--- config.mk ---
export PLATFORM = sky130hd
export DESIGN_NAME = sram_access_arbiter
export DESIGN_NICKNAME = d
export VERILOG_FILES = /design/src/rtl/sram_access_arbiter.sv
export SDC_FILE = /design/constraint.sdc
export NUM_CORES = 1
export LEC_CHECK = 0
export BUFFER_PORTS_ARGS = -buffer_cell sky130_fd_sc_hd__buf_2
export CAP_MARGIN = 0
export CORE_ASPECT_RATIO = 1.4
export CORE_MARGIN = 4
export CORE_UTILIZATION = 45
export CTS_BUF_LIST = sky130_fd_sc_hd__clkbuf_4 sky130_fd_sc_hd__clkbuf_8
export DETAILED_ROUTE_END_ITERATION = 8
export PLACE_DENSITY = 0.68
export SLEW_MARGIN = 20
export SYNTH_ARGS = -nofsm -noshare
export SYNTH_HDL_FRONTEND = slang
export SYNTH_SLANG_ARGS = --single-unit
export TNS_END_PERCENT = 50
--- constraint.sdc ---
create_clock -name CLK -period 2.3 [get_ports CLK]
set_input_delay 0.115 -clock CLK [delete_from_list [all_inputs] [get_ports CLK]]
set_output_delay 0.115 -clock CLK [all_outputs]
set_load 0.02 [all_outputs]
--- src/rtl/sram_access_arbiter.sv ---
// Arbitrates the single-port SRAM controller between the latency-critical video reader
// and a small FIFO of buffered draw writes, with a read-burst cap to bound write starvation.
module sram_access_arbiter #(
    parameter int FIFO_AW        = 2,
    parameter int MAX_READ_BURST = 16,
    parameter int GUARD_CYCLES   = 3
) (
    input  logic        CLK,
    input  logic        RESET,
    input  logic        VID_REQ,
    input  logic [17:0] VID_ADDR,
    output logic        VID_ACK,
    output logic [15:0] VID_DATA,
    input  logic        WR_REQ,
    input  logic [17:0] WR_ADDR,
    input  logic [15:0] WR_DATA,
    output logic        WR_FULL,
    output logic        WR_OVERFLOW,
    output logic        SRAM_STARTWRITE,
    output logic [17:0] SRAM_ADDR,
    output logic [15:0] SRAM_DATAWRITTEN,
    input  logic [15:0] SRAM_DATAREAD,
    input  logic        SRAM_WRITEREADY
);

    localparam int DEPTH = 1 << FIFO_AW;
    localparam int BW    = $clog2(MAX_READ_BURST + 1);
    localparam int GW    = $clog2(GUARD_CYCLES + 2);

    localparam logic [FIFO_AW:0] DEPTH_CNT  = (FIFO_AW + 1)'(DEPTH);
    localparam logic [BW-1:0]    BURST_MAX  = BW'(MAX_READ_BURST);
    localparam logic [GW-1:0]    GUARD_INIT = GW'(GUARD_CYCLES);

    typedef enum logic [1:0] {
        ST_GUARD,
        ST_IDLE,
        ST_WRITE
    } state_t;

    state_t            state_reg, state_next;
    logic [GW-1:0]     guard_reg, guard_next;
    logic [BW-1:0]     burst_reg, burst_next;

    logic [17:0]       fifo_addr_mem [DEPTH];
    logic [15:0]       fifo_data_mem [DEPTH];
    logic [FIFO_AW-1:0] wr_ptr_reg, rd_ptr_reg;
    logic [FIFO_AW:0]  count_reg, count_next;

    logic [17:0]       hold_addr_reg;
    logic [15:0]       hold_data_reg;
    logic              vid_ack_reg;
    logic [15:0]       vid_data_reg;
    logic              overflow_reg;

    logic              fifo_empty, fifo_full, push;
    logic              read_grant, write_grant;
    logic              burst_at_max;
    logic [17:0]       head_addr;
    logic [15:0]       head_data;
    logic              startwrite_next;
    logic [17:0]       sram_addr_next;
    logic [15:0]       sram_data_next;

    assign fifo_empty   = (count_reg == '0);
    // Full is judged on the registered count, so a same-cycle pop never rescues a push.
    assign fifo_full    = (count_reg == DEPTH_CNT);
    assign push         = WR_REQ && !fifo_full;
    assign head_addr    = fifo_addr_mem[rd_ptr_reg];
    assign head_data    = fifo_data_mem[rd_ptr_reg];
    assign burst_at_max = (burst_reg == BURST_MAX);

    always_comb begin
        state_next      = state_reg;
        guard_next      = guard_reg;
        burst_next      = burst_reg;
        read_grant      = 1'b0;
        write_grant     = 1'b0;
        startwrite_next = 1'b0;
        sram_addr_next  = VID_ADDR;
        sram_data_next  = head_data;
        case (state_reg)
            ST_GUARD: begin
                // Counter is loaded with GUARD_CYCLES, giving exactly that many idle cycles.
                if (guard_reg <= GW'(1)) begin
                    guard_next = '0;
                    state_next = ST_IDLE;
                end else begin
                    guard_next = guard_reg - GW'(1);
                end
            end
            ST_IDLE: begin
                if (!fifo_empty && (!VID_REQ || burst_at_max)) begin
                    write_grant     = 1'b1;
                    startwrite_next = 1'b1;
                    sram_addr_next  = head_addr;
                    sram_data_next  = head_data;
                    burst_next      = '0;
                    state_next      = ST_WRITE;
                end else if (VID_REQ) begin
                    read_grant = 1'b1;
                    if (fifo_empty) begin
                        burst_next = '0;
                    end else if (!burst_at_max) begin
                        burst_next = burst_reg + BW'(1);
                    end
                end
            end
            ST_WRITE: begin
                sram_addr_next = hold_addr_reg;
                sram_data_next = hold_data_reg;
                if (SRAM_WRITEREADY) begin
                    state_next = ST_IDLE;
                end
            end
            default: begin
                state_next = ST_GUARD;
            end
        endcase
    end

    always_comb begin
        count_next = count_reg;
        if (push && !write_grant) begin
            count_next = count_reg + (FIFO_AW + 1)'(1);
        end else if (!push && write_grant) begin
            count_next = count_reg - (FIFO_AW + 1)'(1);
        end
    end

    // FIFO storage has no reset so it maps onto plain memory.
    always_ff @(posedge CLK) begin
        if (push) begin
            fifo_addr_mem[wr_ptr_reg] <= WR_ADDR;
            fifo_data_mem[wr_ptr_reg] <= WR_DATA;
        end
    end

    always_ff @(posedge CLK) begin
        if (RESET) begin
            state_reg     <= ST_GUARD;
            guard_reg     <= GUARD_INIT;
            burst_reg     <= '0;
            wr_ptr_reg    <= '0;
            rd_ptr_reg    <= '0;
            count_reg     <= '0;
            hold_addr_reg <= '0;
            hold_data_reg <= '0;
            vid_ack_reg   <= 1'b0;
            vid_data_reg  <= '0;
            overflow_reg  <= 1'b0;
        end else begin
            state_reg   <= state_next;
            guard_reg   <= guard_next;
            burst_reg   <= burst_next;
            count_reg   <= count_next;
            vid_ack_reg <= read_grant;
            if (read_grant) begin
                vid_data_reg <= SRAM_DATAREAD;
            end
            if (WR_REQ && fifo_full) begin
                overflow_reg <= 1'b1;
            end
            if (push) begin
                wr_ptr_reg <= wr_ptr_reg + FIFO_AW'(1);
            end
            // The popped entry is held for the controller for the rest of the write.
            if (write_grant) begin
                rd_ptr_reg    <= rd_ptr_reg + FIFO_AW'(1);
                hold_addr_reg <= head_addr;
                hold_data_reg <= head_data;
            end
        end
    end

    assign VID_ACK          = vid_ack_reg;
    assign VID_DATA         = vid_data_reg;
    assign WR_FULL          = fifo_full;
    assign WR_OVERFLOW      = overflow_reg;
    assign SRAM_STARTWRITE  = startwrite_next;
    assign SRAM_ADDR        = sram_addr_next;
    assign SRAM_DATAWRITTEN = sram_data_next;

endmodule

; ---- Word-level counts from Yosys, hierarchy flattened
; Memory sizes are Yosys's and may differ from the RTL's. A register that Yosys moved wholly into a read port is not among the register bits.
; Index checks and enable logic that the tools add are counted.
; Widths: inputs -> output; s select.
[word_totals]
mem_count = 2
input_bits = 73
register_bits = 69
output_inout_bits = 54
ramBits = 136
[mem_list]
columns = name, depth, word_bits, rd, rd_clocked_by_memory_dff, wr, line
row1 = fifo_addr_mem, 4, 18, 1, 1, 1, 44  ; logic [17:0] fifo_addr_mem [DEPTH];
row2 = fifo_data_mem, 4, 16, 1, 1, 1, 45  ; logic [15:0] fifo_data_mem [DEPTH];
[classes]
n_lt_le_gt_ge = 1
eq_ne = 8
n_mux = 25
n_reduce_logical = 17
addsub = 6
[ops]
columns = cell, count
row1 = $pmux 18 s2, 1
row2 = $mux 5, 4
row3 = $mux 18, 1
row4 = $mux 16, 1
row5 = $mux 2, 7
row6 = $mux 3, 3
row7 = $mux 1, 7
row8 = $ne 2x2->1 const B, 3
row9 = $pmux 2 s3, 1
row10 = $reduce_and 3->1, 2
row11 = $sub 3x1->3 const B, 2
row12 = $add 5x1->5 const B, 1
row13 = $eq 5x5->1 const B, 1
row14 = $logic_and 1x1->1, 5
row15 = $logic_not 1->1, 5
row16 = $add 2x1->2 const B, 2
row17 = $reduce_bool 2->1, 2
row18 = $add 3x1->3 const B, 1
row19 = $eq 3x3->1 const B, 1
row20 = $le 3x1->1 const B, 1
row21 = $logic_not 3->1, 1
row22 = $ne 3x2->1 const B, 1
row23 = $eq 2x1->1 const B, 1
row24 = $eq 2x2->1 const B, 1
row25 = 2 further kinds, 2

; ---- Logic depth before layout (Yosys ltp)
[depth]
depth_word = 8
ltp_mapped = 13
mapped_depth_nobuf = 11

; ---- Worst setup path after synthesis
; No wires, ideal clock.
[synth_path]
path_type = register to register
startpoint = reg burst_reg[0]
endpoint = reg count_reg[2]
t_arrival_ps = 2392
path_slack_ps = -162
path_stages_with_launch = 14
setup_time_ps = 70
path_cell_list = dfxtp_1 > inv_1 > ha_1 > nand4bb_4 > a211oi_2 > buf_6 > buf_6 > inv_1 > ha_1 > inv_1 > fa_1 > xor2_1 > or3_1 > a21oi_1
[synth_via]
elab_chain_cells = 8
word_cells_on_any_way = 10
classes_between = 1 x eq/ne / 3 x mux / 6 x reduce/logical
[synth_lines]
columns = element, line
row1 = from (decl), 42  ; logic [BW-1:0] burst_reg, burst_next;
row2 = from (signal assigned), 154  ; burst_reg <= burst_next;
row3 = $eq 5x5->1 *, 70  ; assign burst_at_max = (burst_reg == BURST_MAX);
row4 = $logic_or 1x1->1 *, 92  ; if (!fifo_empty && (!VID_REQ || burst_at_max)) begin
row5 = $logic_and 1x1->1 *, 92
row6 = $mux 1 * (2 in a row), n/a
row7 = via SRAM_STARTWRITE, 19  ; output logic SRAM_STARTWRITE,
row8 = $logic_not 1->1, 123  ; if (push && !write_grant) begin
row9 = $logic_and 1x1->1, 123
row10 = $mux 3 or $reduce_bool 2->1 (tied branches), n/a
row11 = to (signal assigned), 155  ; count_reg <= count_next;
row12 = to (decl), 47  ; logic [FIFO_AW:0] count_reg, count_next;
; The timed path passes the listed nets; every way through them passes the cells marked *.
; A chain may end at the register's enable or synchronous reset.

; ---- Worst setup path after layout
[layout_path]
startpoint = reg state_reg[1]
endpoint = out SRAM_ADDR[0]
[layout_via]
elab_chain_cells = 2
word_cells_on_any_way = 3
classes_between = 2 x eq/ne / 1 x mux
[layout_lines]
columns = element, line
row1 = from (decl), 40  ; state_t state_reg, state_next;
row2 = from (signal assigned), 152  ; state_reg <= state_next;
row3 = $eq 2x2->1 or $eq 2x1->1 (tied branches), 81  ; case (state_reg)
row4 = $pmux 18 s2 *, 81
row5 = to (decl), 20  ; output logic [17:0] SRAM_ADDR,
; Every way passes the cells marked *; elsewhere a longest branch is shown, timed or not.

==> flow_metrics.env <==
export IMPL_place_gp_congestion=0.739
export IMPL_maxCapViolations=0
export IMPL_num_fill_cells=1372
export IMPL_fmax_mhz=415
export IMPL_nets=840
export IMPL_synth_cells=526
export IMPL_core_area_um2=18100
export IMPL_viasPerCell=5.27
export IMPL_leakagePower_nw=4.25
export IMPL_finalSetupViolations=23
export IMPL_drtIter0Drc=419
export IMPL_critical_path_endpoint_type="primary output"
export IMPL_antenna_left=0
export IMPL_io_buffer_count=126
export IMPL_violations="setup timing"
export IMPL_start_util=0.461
export IMPL_numCtsBuffers=30
export IMPL_yosys_register_bits=207
export IMPL_dieWidth_um=123
export IMPL_drc=0
export IMPL_rsz0062_at_grt="yes"
export IMPL_grtUsageTotal=0.183
export IMPL_layout_cells_non_filler=1016
export IMPL_critPathMaxFanout=5
export IMPL_dr_pass1_iters=6
export IMPL_synth_nets=613
export IMPL_synth_edff_count=136
export IMPL_die_h_um=169
export IMPL_synth_avg_cell_area_um2=15.8
export IMPL_hold_viol_final=0
export IMPL_wl_per_cell_um=18.7
export IMPL_yosys_warnings=0
export IMPL_place_area_um2=9350
export IMPL_finalCritPeriodShare=1.05
export IMPL_clkLatencyLatePin_ns=0.55
export IMPL_fin_crit_ns=2.41
export IMPL_cts_sinks=207
export IMPL_overflow=0
export IMPL_status="complete, but fails checks"
export IMPL_slew_headroom=0.576
export IMPL_drive_above_1_share=0.396
export IMPL_ys_types=43
export IMPL_place_inst=883
export IMPL_dp_slack_ns=0.125
export IMPL_grt_first_pass_wirelength_um=29500
export IMPL_arrival_ns=2.30
export IMPL_worst_slack_ns=-0.112
export IMPL_ys_seq_area_frac=0.661
export IMPL_hpwl_um=11700
export IMPL_hold_path_class="in -> reg"
export IMPL_diodes=0
export IMPL_tritoncts="yes"
export IMPL_grt_pass1_vias=5787
export IMPL_ff_latch_area_um2=5520
export IMPL_ys_flop_type="edfxtp_1"
export IMPL_clk_pin_slew_ns=0.05
export IMPL_worstSetupStartpointType="register"
export IMPL_syn_cell_area_um2=8330
export IMPL_ios=127
export IMPL_skew_ns=0.0207
export IMPL_htreeDepth=1
export IMPL_fin_area_um2=11000
export IMPL_largest_register_ffs=72
export IMPL_critPathRequiredTime_ns=2.18
export IMPL_dr_total_vias=5358
export IMPL_row_count=58
export IMPL_syn2layout_area_growth_pct=32.3
export IMPL_die_area_um2=20800
export IMPL_multi_input_area_um2=2780
export IMPL_grt_max_degree=33
export IMPL_antenna_found_initial=0
export IMPL_root_buffer="clkbuf_8"
export IMPL_worst_slew_pin_slew_ns=0.630
export IMPL_async_flop_share=0
export IMPL_p_per_area_nw_per_um2=1060
export IMPL_peakVddDrop_v=0.000589
export IMPL_critPathKind="reg -> out"
export IMPL_clockBufferDepth=3
export IMPL_drv_slew=0
export IMPL_wl_um=19000
[what timing repair did]
item,CTS,global route
hold buffers,53,0
gates cloned,4,0
gates resized for setup,57,24
hold endpoints to repair,160,0
endpoints found under the setup margin,30,36
pin swaps,22,13
setup buffers,18,4
[area by class of cell]
type	instances	area share
clock buffer	45	0.0477
timing repair buffer	224	0.161
tap	240	0.0273
clock inverter	10	0.00636
multi-input combinational	278	0.253
sequential	207	0.501
inverter	12	0.00432
[final timing paths]
path,start,endpoint,slack [ns],cells after the start
setup reg to reg,state_reg[1],count_reg[2],-0.03,13
hold / removal,SRAM_WRITEREADY,state_reg[1],0.07,4
hold reg to reg,hold_data_reg[8],hold_data_reg[8],0.49,2
setup / recovery,state_reg[1],SRAM_ADDR[0],-0.11,8
[cell families after synthesis]
family	count (synthesis)	share of synthesized area
adder cells (fa/ha/maj)	14	0.0219
AO/OA/AOI/OAI	41	0.0410
flip-flops	207	0.661
multiplexers	105	0.180
buffers and inverters	44	0.0255
AND/OR/NAND/NOR	111	0.0664
XOR/XNOR	4	0.00421
[report_power, final]
part           total, mW  internal (mW)  switching, mW  leakage, nW
logic               4.14           1.97           2.18         2.10
clock network       2.83           1.57           1.26        0.318
registers           4.67           4.46          0.213         1.83
[routing by layer]
| metal | vias up | GRT usage | share of wire |
|---|---|---|---|
| met2 | 164 | 0.336 | 0.54 |
| li1 | 2478 | - | - |
| met5 | - | 0 | 0 |
| met3 | 27 | 0.0277 | 0.055 |
| met4 | 0 | 0.0569 | 0.018 |
| met1 | 2689 | 0.218 | 0.39 |
[critical path, cell delays in order (launching register included)]
cell and delay (ns):
dfxtp_2 0.36, inv_4 0.05, ha_4 0.17, and2_4 0.14
a22oi_2 0.24, buf_6 0.19, nand2_8 0.08, a221o_1 0.36
buf_2 0.17
[metrics by stage]
stage	utilization	TNS [ns]	hold slack, ns	total power, mW
3_3_place_gp	0.518	0	0.326	7.68
2_1_floorplan	-	0	0.214	6.81
5_1_grt	0.610	-2.85	0.0499	12.2
3_5_place_dp	0.518	0	0.333	7.83
6_report	0.610	-1.18	0.0715	11.6
4_1_cts	0.602	-0.899	0.0146	11.4
[cell usage in the layout (no fill, tap or decap), drive strengths merged, types with 3 or more instances in the layout]
cell / netlist / layout
dlygate4sd3: 0 / 53
clkinv: 0 / 8
mux4: 34 / 34
nand2: 5 / 8
mux2: 17 / 17
nor2: 63 / 63
nand3: 3 / 3
ha: 13 / 13
and2: 6 / 6
and3: 19 / 19
a21oi: 8 / 8
dfxtp: 71 / 71
mux2i: 54 / 54
nor2b: 3 / 3
o21ai: 4 / 4
edfxtp: 136 / 136
a221o: 19 / 19
buf: 14 / 171
inv: 12 / 13
clkbuf: 18 / 45
[cells in the mapped netlist, types with 3 or more instances]
| cell type | n | area share |
|---|---|---|
| nand3_1 | 3 | 0.0018 |
| mux2i_1 | 54 | 0.065 |
| o21ai_0 | 4 | 0.0024 |
| a21oi_1 | 8 | 0.0048 |
| nand2_1 | 4 | 0.0018 |
| buf_2 | 5 | 0.0030 |
| a221o_1 | 19 | 0.023 |
| and2_1 | 6 | 0.0045 |
| buf_4 | 5 | 0.0045 |
| and3_1 | 19 | 0.014 |
| mux4_2 | 34 | 0.092 |
| edfxtp_1 | 136 | 0.49 |
| dfxtp_1 | 71 | 0.17 |
| inv_1 | 12 | 0.0054 |
| nor2b_1 | 3 | 0.0023 |
| nor2_1 | 63 | 0.028 |
| buf_6 | 3 | 0.0041 |
| clkbuf_1 | 18 | 0.0081 |
| ha_1 | 13 | 0.020 |
| mux2_2 | 17 | 0.023 |
Note: power is estimated with default switching activity, not from simulation.
